===== src/rtl/muldiv_pkg.sv =====
// Shared types and constants for the iterative RV32M multiply/divide unit.
package muldiv_pkg;

  localparam int unsigned MULDIV_XLEN  = 32;
  localparam int unsigned MULDIV_CNT_W = $clog2(MULDIV_XLEN);

  typedef enum logic [1:0] {
    IDLE,
    CALC,
    FIX,
    DONE
  } muldiv_state_t;

  localparam logic [2:0] F3_MUL    = 3'b000;
  localparam logic [2:0] F3_MULH   = 3'b001;
  localparam logic [2:0] F3_MULHSU = 3'b010;
  localparam logic [2:0] F3_MULHU  = 3'b011;
  localparam logic [2:0] F3_DIV    = 3'b100;
  localparam logic [2:0] F3_DIVU   = 3'b101;
  localparam logic [2:0] F3_REM    = 3'b110;
  localparam logic [2:0] F3_REMU   = 3'b111;

endpackage


===== src/rtl/muldiv_negate.sv =====
// Conditional two's-complement negator of parameterised width.
module muldiv_negate #(
  parameter int unsigned Width = 32
) (
  input  logic             i_neg,
  input  logic [Width-1:0] i_val,
  output logic [Width-1:0] o_val
);

  assign o_val = i_neg ? (~i_val + Width'(1)) : i_val;

endmodule


===== src/rtl/muldiv_unit.sv =====
// Iterative RV32M multiply/divide unit: shift-add multiply, restoring divide.
// MULDIV_SPECIAL_FAST_EN: divide-by-zero / signed-overflow skip straight to DONE.
module muldiv_unit
  import muldiv_pkg::*;
#(
  parameter int unsigned XLEN = MULDIV_XLEN
) (
  input  logic            i_clk,
  input  logic            i_rst_n,
  input  logic            i_start,
  input  logic            i_flush,
  input  logic [2:0]      i_funct3,
  input  logic [XLEN-1:0] i_opa,
  input  logic [XLEN-1:0] i_opb,
  input  logic [5:0]      i_rd,
  output logic            o_busy,
  output logic            o_done,
  output logic            o_wb_en,
  output logic [5:0]      o_wb_rd,
  output logic [XLEN-1:0] o_wb_data
);

  localparam int unsigned CntW = $clog2(XLEN);

  muldiv_state_t     r_state, w_state_d;
  logic [CntW-1:0]   r_cnt;
  logic [2:0]        r_op;
  logic [5:0]        r_rd;
  logic [XLEN-1:0]   r_m;
  logic [2*XLEN-1:0] r_acc;
  logic              r_neg;
  logic              r_spec;
  logic [XLEN-1:0]   r_spec_data;
  logic [XLEN-1:0]   r_wb_data;

  logic              w_is_div, w_is_rem, w_sgn_a, w_sgn_b, w_neg_a, w_neg_b;
  logic              w_div0, w_ovf, w_fast, w_accept;
  logic [XLEN-1:0]   w_abs_a, w_abs_b, w_spec_data, w_result;
  logic [XLEN:0]     w_sum, w_shift, w_trial;
  logic [2*XLEN-1:0] w_mul_next, w_div_next, w_fix_in, w_fix_out;

  assign w_is_div = i_funct3[2];
  assign w_is_rem = i_funct3[2] & i_funct3[1];

  always_comb begin
    w_sgn_a = 1'b0;
    w_sgn_b = 1'b0;
    case (i_funct3)
      F3_MULH, F3_DIV, F3_REM: begin
        w_sgn_a = 1'b1;
        w_sgn_b = 1'b1;
      end
      F3_MULHSU: w_sgn_a = 1'b1;
      default: ;
    endcase
  end

  assign w_neg_a = w_sgn_a & i_opa[XLEN-1];
  assign w_neg_b = w_sgn_b & i_opb[XLEN-1];

  muldiv_negate #(.Width(XLEN)) u_abs_a (.i_neg(w_neg_a), .i_val(i_opa), .o_val(w_abs_a));
  muldiv_negate #(.Width(XLEN)) u_abs_b (.i_neg(w_neg_b), .i_val(i_opb), .o_val(w_abs_b));

  // Special cases are resolved at start so the datapath result is simply overridden in FIX.
  assign w_div0 = w_is_div & (i_opb == '0);
  assign w_ovf  = w_is_div & ~i_funct3[0] & (i_opa == {1'b1, {(XLEN-1){1'b0}}}) &
                  (i_opb == '1);

  always_comb begin
    w_spec_data = '0;
    if (w_div0)     w_spec_data = w_is_rem ? i_opa : '1;
    else if (w_ovf) w_spec_data = w_is_rem ? '0 : i_opa;
  end

`ifdef MULDIV_SPECIAL_FAST_EN
  assign w_fast = w_div0 | w_ovf;
`else
  assign w_fast = 1'b0;
`endif

  assign w_accept = (r_state == IDLE) & i_start & ~i_flush;

  assign w_sum      = {1'b0, r_acc[2*XLEN-1:XLEN]} + (r_acc[0] ? {1'b0, r_m} : '0);
  assign w_mul_next = {w_sum, r_acc[XLEN-1:1]};

  // Remainder in the upper half, dividend/quotient bits in the lower half.
  assign w_shift    = {r_acc[2*XLEN-1:XLEN], r_acc[XLEN-1]};
  assign w_trial    = w_shift - {1'b0, r_m};
  assign w_div_next = w_trial[XLEN] ? {w_shift[XLEN-1:0], r_acc[XLEN-2:0], 1'b0}
                                    : {w_trial[XLEN-1:0], r_acc[XLEN-2:0], 1'b1};

  assign w_fix_in = r_op[2] ?
      {{XLEN{1'b0}}, (r_op[1] ? r_acc[2*XLEN-1:XLEN] : r_acc[XLEN-1:0])} : r_acc;

  muldiv_negate #(.Width(2*XLEN)) u_fix (.i_neg(r_neg), .i_val(w_fix_in), .o_val(w_fix_out));

  assign w_result = (r_op[2] || r_op[1:0] == 2'b00) ? w_fix_out[XLEN-1:0]
                                                     : w_fix_out[2*XLEN-1:XLEN];

  always_comb begin
    w_state_d = r_state;
    unique case (r_state)
      IDLE: if (w_accept) w_state_d = w_fast ? DONE : CALC;
      CALC: begin
        if (i_flush)                         w_state_d = IDLE;
        else if (r_cnt == CntW'(XLEN - 1))   w_state_d = FIX;
      end
      FIX:  w_state_d = i_flush ? IDLE : DONE;
      DONE: w_state_d = IDLE;
      default: w_state_d = IDLE;
    endcase
  end

  always_ff @(posedge i_clk or negedge i_rst_n) begin
    if (!i_rst_n) r_state <= IDLE;
    else          r_state <= w_state_d;
  end

  always_ff @(posedge i_clk or negedge i_rst_n) begin
    if (!i_rst_n) begin
      r_cnt       <= '0;
      r_op        <= '0;
      r_rd        <= '0;
      r_m         <= '0;
      r_acc       <= '0;
      r_neg       <= 1'b0;
      r_spec      <= 1'b0;
      r_spec_data <= '0;
      r_wb_data   <= '0;
    end else begin
      case (r_state)
        IDLE: begin
          if (w_accept) begin
            r_op        <= i_funct3;
            r_rd        <= i_rd;
            r_neg       <= w_is_rem ? w_neg_a : (w_neg_a ^ w_neg_b);
            r_spec      <= w_div0 | w_ovf;
            r_spec_data <= w_spec_data;
            r_cnt       <= '0;
            r_m         <= w_is_div ? w_abs_b : w_abs_a;
            r_acc       <= {{XLEN{1'b0}}, (w_is_div ? w_abs_a : w_abs_b)};
            if (w_fast) r_wb_data <= w_spec_data;
          end
        end
        CALC: begin
          r_cnt <= r_cnt + CntW'(1);
          r_acc <= r_op[2] ? w_div_next : w_mul_next;
        end
        FIX: begin
          if (!i_flush) r_wb_data <= r_spec ? r_spec_data : w_result;
        end
        default: ;
      endcase
    end
  end

  assign o_busy    = (r_state == CALC) | (r_state == FIX);
  assign o_done    = (r_state == DONE);
  assign o_wb_en   = o_done & (r_rd != '0);
  assign o_wb_rd   = r_rd;
  assign o_wb_data = r_wb_data;

endmodule


===== config.mk =====
export PLATFORM = sky130hd
export DESIGN_NAME = muldiv_unit
export DESIGN_NICKNAME = d
export VERILOG_FILES = /design/src/rtl/muldiv_pkg.sv /design/src/rtl/muldiv_negate.sv /design/src/rtl/muldiv_unit.sv
export SDC_FILE = /design/constraint.sdc
export NUM_CORES = 1
export LEC_CHECK = 0
export BUFFER_PORTS_ARGS = -buffer_cell sky130_fd_sc_hd__buf_4
export CAP_MARGIN = 30
export CELL_PAD_IN_SITES_DETAIL_PLACEMENT = 0
export CELL_PAD_IN_SITES_GLOBAL_PLACEMENT = 1
export CORE_AREA = 2 2 211 213
export DETAILED_ROUTE_END_ITERATION = 12
export DIE_AREA = 0 0 213 215
export GPL_TIMING_DRIVEN = 0
export HOLD_SLACK_MARGIN = 0.05
export PLACE_DENSITY = 0.73
export SLEW_MARGIN = 25
export SYNTH_ARGS = -nofsm -noshare
export SYNTH_HDL_FRONTEND = slang
export SYNTH_SLANG_ARGS = --single-unit

===== constraint.sdc =====
create_clock -name i_clk -period 6.95 [get_ports i_clk]
set_input_delay 2.085 -clock i_clk [delete_from_list [all_inputs] [get_ports i_clk]]
set_output_delay 2.085 -clock i_clk [all_outputs]
set_load 0.05 [all_outputs]

==> metrics.txt, run 1 <==
IO Port Bufs=115; share of cells above drive strength 1=10.27%; CTS tree=built; clock buffers created by TritonCTS=17; Critical Path RT=7.35 ns; Worst Skew=0.01690 ns; FMAX=193.0 MHz; clk slew on worst S/H paths=0.07 ns; Lkg Pwr=8.218 nW; Mapped Nets=2382; cells after synthesis=2228; first-pass GRT wire length=113900 um; unrepaired setup endpoints after global routing=no; hold_buf cts=0; Post-Layout Cell Count=2969; setup ws final=1.768 ns; fin crit period=5.182 ns; Startpoint Class=input port; worst slew pin tran=0.9824 ns; final setup violation count=0; run status=complete, no violations; yosys warns=0; Area Growth Syn to Fin=12.86%; WS Path Type=in2reg; mux contribution to synthesized area=5.230%; synth top area cells=dfrtp_1 26%, a21oi_1 5.9%, ha_1 5.5%; Final Hold Viols=0; Tot GR Track Use=33.38%; Critical Path AT=5.58 ns; Final Instance Area=0.01939 mm^2; Synth Area in Simple Gates=22.45%; row count=77; GP Congestion=0.9949; Area after DPL=0.01884 mm^2; Die H=215 um; EDFF count, synth=0; First-pass DRT Iterations=6; # diodes=0; Final nets=2518; DRC errors left=0; XOR/XNOR share of the synthesized area=8.151%; largest family of logic cells by synthesized area=compound AO/OA/AOI/OAI gates; vias in the first global route=17670; core area=0.04364 mm^2; sequential share of the synthesized area=25.93%; Peak VDD IR=0.2077 mV; remaining antenna violation count=0; PD cells=477.5 mW/mm^2; post-CTS sizing=0; share of the synthesized area in the top cell type=25.93%; Synth Area in Adders=5.696%; Via density=6.256; fin. max-slew vios=0; Post-synth ARST share=100.0%; Seq cells post-synth=178; starting density of the core=39.36%; largest net degree at the start of global routing=90; slew margin rel.=34.51%; Cell variety after synth=100; post-route setup TNS=0 ns; placed insts=2937; clk root buf=clkbuf_16; pre-CTS WS=1.443 ns; PnR Total Power=9.258 mW; crit share post-route=74.56%; drt initial violations=2041; Sink Count=178; routed len/inst=25.84 um; Compound-Gate Fraction of Synth Area=26.91%; Setup crit end kind=flop; Synth area leader=dfrtp_1; HP Class=reg2reg; vias after detailed routing=18570; DIE WIDTH=213 um; Max H-tree Level=4; antenna violations before repair=2; Syn Std Cell Area=0.01718 mm^2; overall routed net length=76720 um; mean post-synth cell area=7.710 um^2; Final HPWL DP=61740 um; clock buffer depth=2; Post-CTS Setup Bufs=0; GRT overflow=0; Max Cap Violations=0; Clk Latency, worst-skew pair=0.47 ns; CP max FO=8; Main synth FF type=dfrtp_1; I/O pin cnt=118; Synth top cells by count=243 x nand2_1, 213 x nor2_1, 201 x a21oi_1, 178 x dfrtp_1, 168 x o21ai_0; die area=0.04580 mm^2; most frequent cell after synthesis=nand2_1
-- routing by layer --
layer  part of all wire (%)  track usage [%]
met1                     43            47.46
met2                     44            50.64
met5                      0                0
met4                    3.9            12.24
met3                    8.8            5.451
-- worst max-delay path: stages --
cell and delay (ns):
buf_4 0.14, nor4_1 0.57, nand3_1 0.27, nor3_1 0.71, nand3b_1 0.26, o31a_1 0.31
xnor2_1 0.18, a2111oi_0 0.86, a211o_1 0.19
-- final timing paths --
check                           cells after the start             to  slack (ns)         start
min in group asynchronous                           1  o_wb_data[25]        1.40       i_rst_n
worst min register to register                      2   o_wb_data[4]        0.49  o_wb_data[4]
worst max register to register                     12      r_acc[59]        2.00     r_acc[32]
max in group asynchronous                           2        r_m[26]        4.85       i_rst_n
worst min-delay path                                2   o_wb_data[4]        0.49  o_wb_data[4]
worst max-delay path                                9      r_acc[30]        1.77      i_opa[2]
-- placed cells by master (no fill, tap or decap), types with 7 or more instances in the layout --
cell type and count:
or3_1 23, dfrtp_1 178, a211o_1 15, buf_4 119, nor4_1 11, inv_1 83, a22oi_1 16, nand3b_1 7
clkbuf_16 17, a31oi_1 26, nor2b_1 10, nand4_1 21, nand2b_1 17, a21oi_1 201, o21ai_0 168, nor3_1 64
o22ai_1 9, o21ai_1 43, o21bai_1 11, buf_1 22, o211ai_1 24, ha_1 75, a211oi_1 33, o31ai_1 23
nand2_1 243, buf_6 9, buf_2 8, o221ai_1 8, nand3_1 47, a221o_1 15, a21o_1 23, xor2_1 55
o41ai_1 10, and3_1 29, xnor2_1 103, mux2_2 26, mux2i_1 56, clkbuf_1 105, and2_1 43, nor2_1 213
-- registers in the layout, summed over array words and instances, names as in the netlist --
| signal | cells |
|---|---|
| o_wb_data | 32 |
| r_acc | 64 |
| r_op | 3 |
| r_spec | 1 |
| r_neg | 1 |
| r_spec_data | 32 |
| r_cnt | 5 |
| o_wb_rd | 6 |
| r_m | 32 |
| r_state | 2 |
-- where the power goes --
group / switching (mW) / internal, mW / leakage [nW]
combinational: 4.21 / 2.16 / 5.67
sequential: 0.547 / 1.40 / 2.28
clock: 0.477 / 0.474 / 0.271
total: 5.23 / 4.03 / 8.22
-- cells by family (layout without fill, tap and decap cells) --
kind of cell | after synthesis | count (layout)
AO/OA/AOI/OAI | 715 | 715
XOR/XNOR | 159 | 159
adder cells (fa/ha/maj) | 77 | 77
buffers and inverters | 232 | 381
flip-flops | 178 | 178
multiplexers | 86 | 86
AND/OR/NAND/NOR | 781 | 781
-- metrics by stage --
step	util, %	hold WS (ns)
2_1_floorplan	-	0.4467
3_3_place_gp	43.03	0.4703
3_5_place_dp	43.18	0.4766
4_1_cts	44.42	0.4924
5_1_grt	44.42	0.5254
6_report	44.42	0.4914
-- area by class of cell --
class / count / area [um^2]
fillers: 4527 / 24260
plain buffers: 148 / 651.9
repair buffers: 117 / 925.9
clock inverters: 13 / 100.1
multi-input cells: 1818 / 11760
flip-flops and latches: 178 / 4454
clock buffers: 19 / 442.9
well taps: 592 / 740.7
inverters: 84 / 315.3
No activity file was read; power rests on OpenSTA's default activity.
==> run 2: changes to the inputs <==
- PLACE_DENSITY: 0.73 -> 0.76
- clock period: 6.95 -> 4.35 ns (I/O delays scaled with it)
==> metrics.txt, run 2 (synthesis results as in run 1) <==
Worst Skew=0.01916 ns (was 0.01690 ns); starting density of the core=39.36% (unchanged); Critical Path AT=4.58 ns (was 5.58 ns); PnR Total Power=14.85 mW (was 9.258 mW); fillers=4567 (was 4527); worst slew pin tran=1.023 ns (was 0.9824 ns); Min-Delay Path Depth=2 (unchanged); Via density=6.171 (was 6.256); post-route setup TNS=0 ns (unchanged); PD cells=762.9 mW/mm^2 (was 477.5 mW/mm^2); Max H-tree Level=4 (unchanged); row count=77 (unchanged); met3 usage=6.956% (was 5.451%); clk root buf=clkbuf_16 (unchanged); FMAX=240.3 MHz; Critical Path RT=4.76 ns (was 7.35 ns); first-pass GRT wire length=114300 um (was 113900 um); setup ws final=0.1884 ns (was 1.768 ns); clock buffer depth=2 (unchanged); hold_buf cts=0 (unchanged); First-pass DRT Iterations=8 (was 6); DIE WIDTH=213 um (unchanged); drt initial violations=2073 (was 2041); run status=complete, no violations (unchanged); Tot GR Track Use=33.69% (was 33.38%); DRC errors left=0 (unchanged); unrepaired setup endpoints after global routing=no (unchanged); reg2reg end=o_wb_data[26] (was r_acc[59]); internal power=6.466 mW (was 4.029 mW); worst hold endpoint=o_wb_data[13] (was o_wb_data[4]); antenna violations before repair=1 (was 2); Switching Fraction=56.45% (was 56.48%); fin crit period=4.162 ns; Worst Hold Launch=o_wb_data[13] (was o_wb_data[4]); GRT met2 Usage=50.64% (unchanged); reg2reg start=r_op[2] (was r_acc[32]); remaining antenna violation count=0 (unchanged); WS Path Type=in2reg (unchanged); Setup crit end kind=flop (unchanged); Final HPWL DP=61710 um (was 61740 um); Clk Latency, worst-skew pair=0.48 ns (was 0.47 ns); routed len/inst=25.97 um (was 25.84 um); commonest non-fill, non-tap cells in the layout=243 x nand2_1, 213 x nor2_1, 200 x a21oi_1 (was 243 x nand2_1, 213 x nor2_1, 201 x a21oi_1); crit share post-route=95.67%; Reg2Reg Depth=13 (was 12); clk slew on worst S/H paths=0.08 ns (was 0.07 ns); most common cell after layout, fill and taps aside=nand2_1 (unchanged); overall routed net length=77120 um (was 76720 um); vias in the first global route=17420 (was 17670); core area=0.04364 mm^2 (unchanged); Lkg Pwr=8.230 nW (was 8.218 nW); GRT overflow=0 (unchanged); combinational power share=68.3% (was 68.7%); HP Class=reg2reg (unchanged); pre-CTS WS=-0.3622 ns (was 1.443 ns); die area=0.04580 mm^2 (unchanged); Final nets=2518 (unchanged); share of cells above drive strength 1=10.64% (was 10.27%); Max Cap Violations=0 (unchanged); IO Port Bufs=115 (unchanged); vias after detailed routing=18330 (was 18570); setup slack, reg-to-reg=0.19 ns (was 2.00 ns); Startpoint Class=input port (unchanged); Peak VDD IR=0.2481 mV (was 0.2077 mV); largest net degree at the start of global routing=88 (was 90); Clk pwr share=10.6% (was 10.3%); final setup violation count=0 (unchanged); Final Hold Viols=0 (unchanged); Largest Register=r_acc (unchanged); slew margin rel.=31.78% (was 34.51%); Seq pwr share=21.1% (was 21.0%); clock buffers created by TritonCTS=17 (unchanged); Die H=215 um (unchanged); CP max FO=6 (was 8); max reg flops=64 (unchanged); Sink Count=178 (unchanged); met1 usage=47.97% (was 47.46%); P_sw=8.382 mW (was 5.229 mW); GP Congestion=0.9775 (was 0.9949); Area Growth Syn to Fin=13.31% (was 12.86%); fin. max-slew vios=0 (unchanged); busiest grt layer=met2 (unchanged); I/O pin cnt=118 (unchanged); fin util=44.60% (was 44.42%); CTS tree=built (unchanged)
run 2: cell count changes in the layout (fill, tap and decap cells not counted), moves of 2 or more:
cell / previous run / this run
clkbuf_1: 105 / 102
clkbuf_2: 0 / 3
clkinv_2: 4 / 1
clkinvlp_4: 1 / 3
inv_8: 1 / 3
nor3_1: 64 / 62
nor3_2: 2 / 4
run 2: critical path, cell delays in order:
cell,delay [ns]
buf_4,0.15
or4_1,0.59
nor4_2,0.31
nor4b_2,0.48
nand3b_1,0.21
o31a_1,0.30
xnor2_1,0.17
a2111oi_0,0.88
a211o_1,0.17
run 2: power groups by stage:
stage          Clock [mW]  Combinational (mW)  Sequential, mW
2_1_floorplan           0                6.44            3.20
3_3_place_gp            0                9.74            3.07
3_5_place_dp            0                9.80            3.09
4_1_cts              1.57                9.85            3.06
5_1_grt              1.63                10.9            3.16
6_report             1.57                10.1            3.13
run 2: cell type report:
cell class	instances	area (um^2)	area share, %
tap	592	740.7	3.806
sequential	178	4454	22.89
clock buffer	19	442.9	2.276
clock inverter	13	113.9	0.5850
multi-input combinational	1818	11810	60.66
buffer	147	654.4	3.362
inverter	84	315.3	1.620
antenna	1	2.502	0.01286
timing repair buffer	118	933.4	4.796
run 2: worst max path at each step:
stage                    from   endpoint  slack (ns)
floorplan           i_opa[13]  r_acc[30]        0.71
global placement     i_opa[2]  r_acc[30]       -0.34
detailed placement   i_opa[2]  r_acc[30]       -0.36
CTS                  r_acc[0]  r_acc[57]       -0.15
global route        r_acc[32]  r_acc[48]       0.007
finish              i_opa[13]  r_acc[30]        0.19
run 2: through the flow:
step	area [um^2]	hold WS [ns]	cells
after floorplan	17180	0.4467	2228
after global placement	18780	0.4670	2935
after detailed placement	18840	0.4707	2937
after CTS	19410	0.4864	2969
after global routing	19460	0.5227	2969
final	19460	0.4842	2970
run 2: repair_timing:
action / CTS / global route
resized for setup: 2 / 10
setup buffers: 0 / 0
endpoints found under the setup margin: 31 / 39
run 2: metal layers:
metal | wire length [um] | part of all wire, % | vias up
met1 | 33780 | 44 | 8956
met3 | 7074 | 9.2 | 125
met5 | 0 | 0 | -
met4 | 2486 | 3.2 | 0
met2 | 33780 | 44 | 873
li1 | - | - | 8375
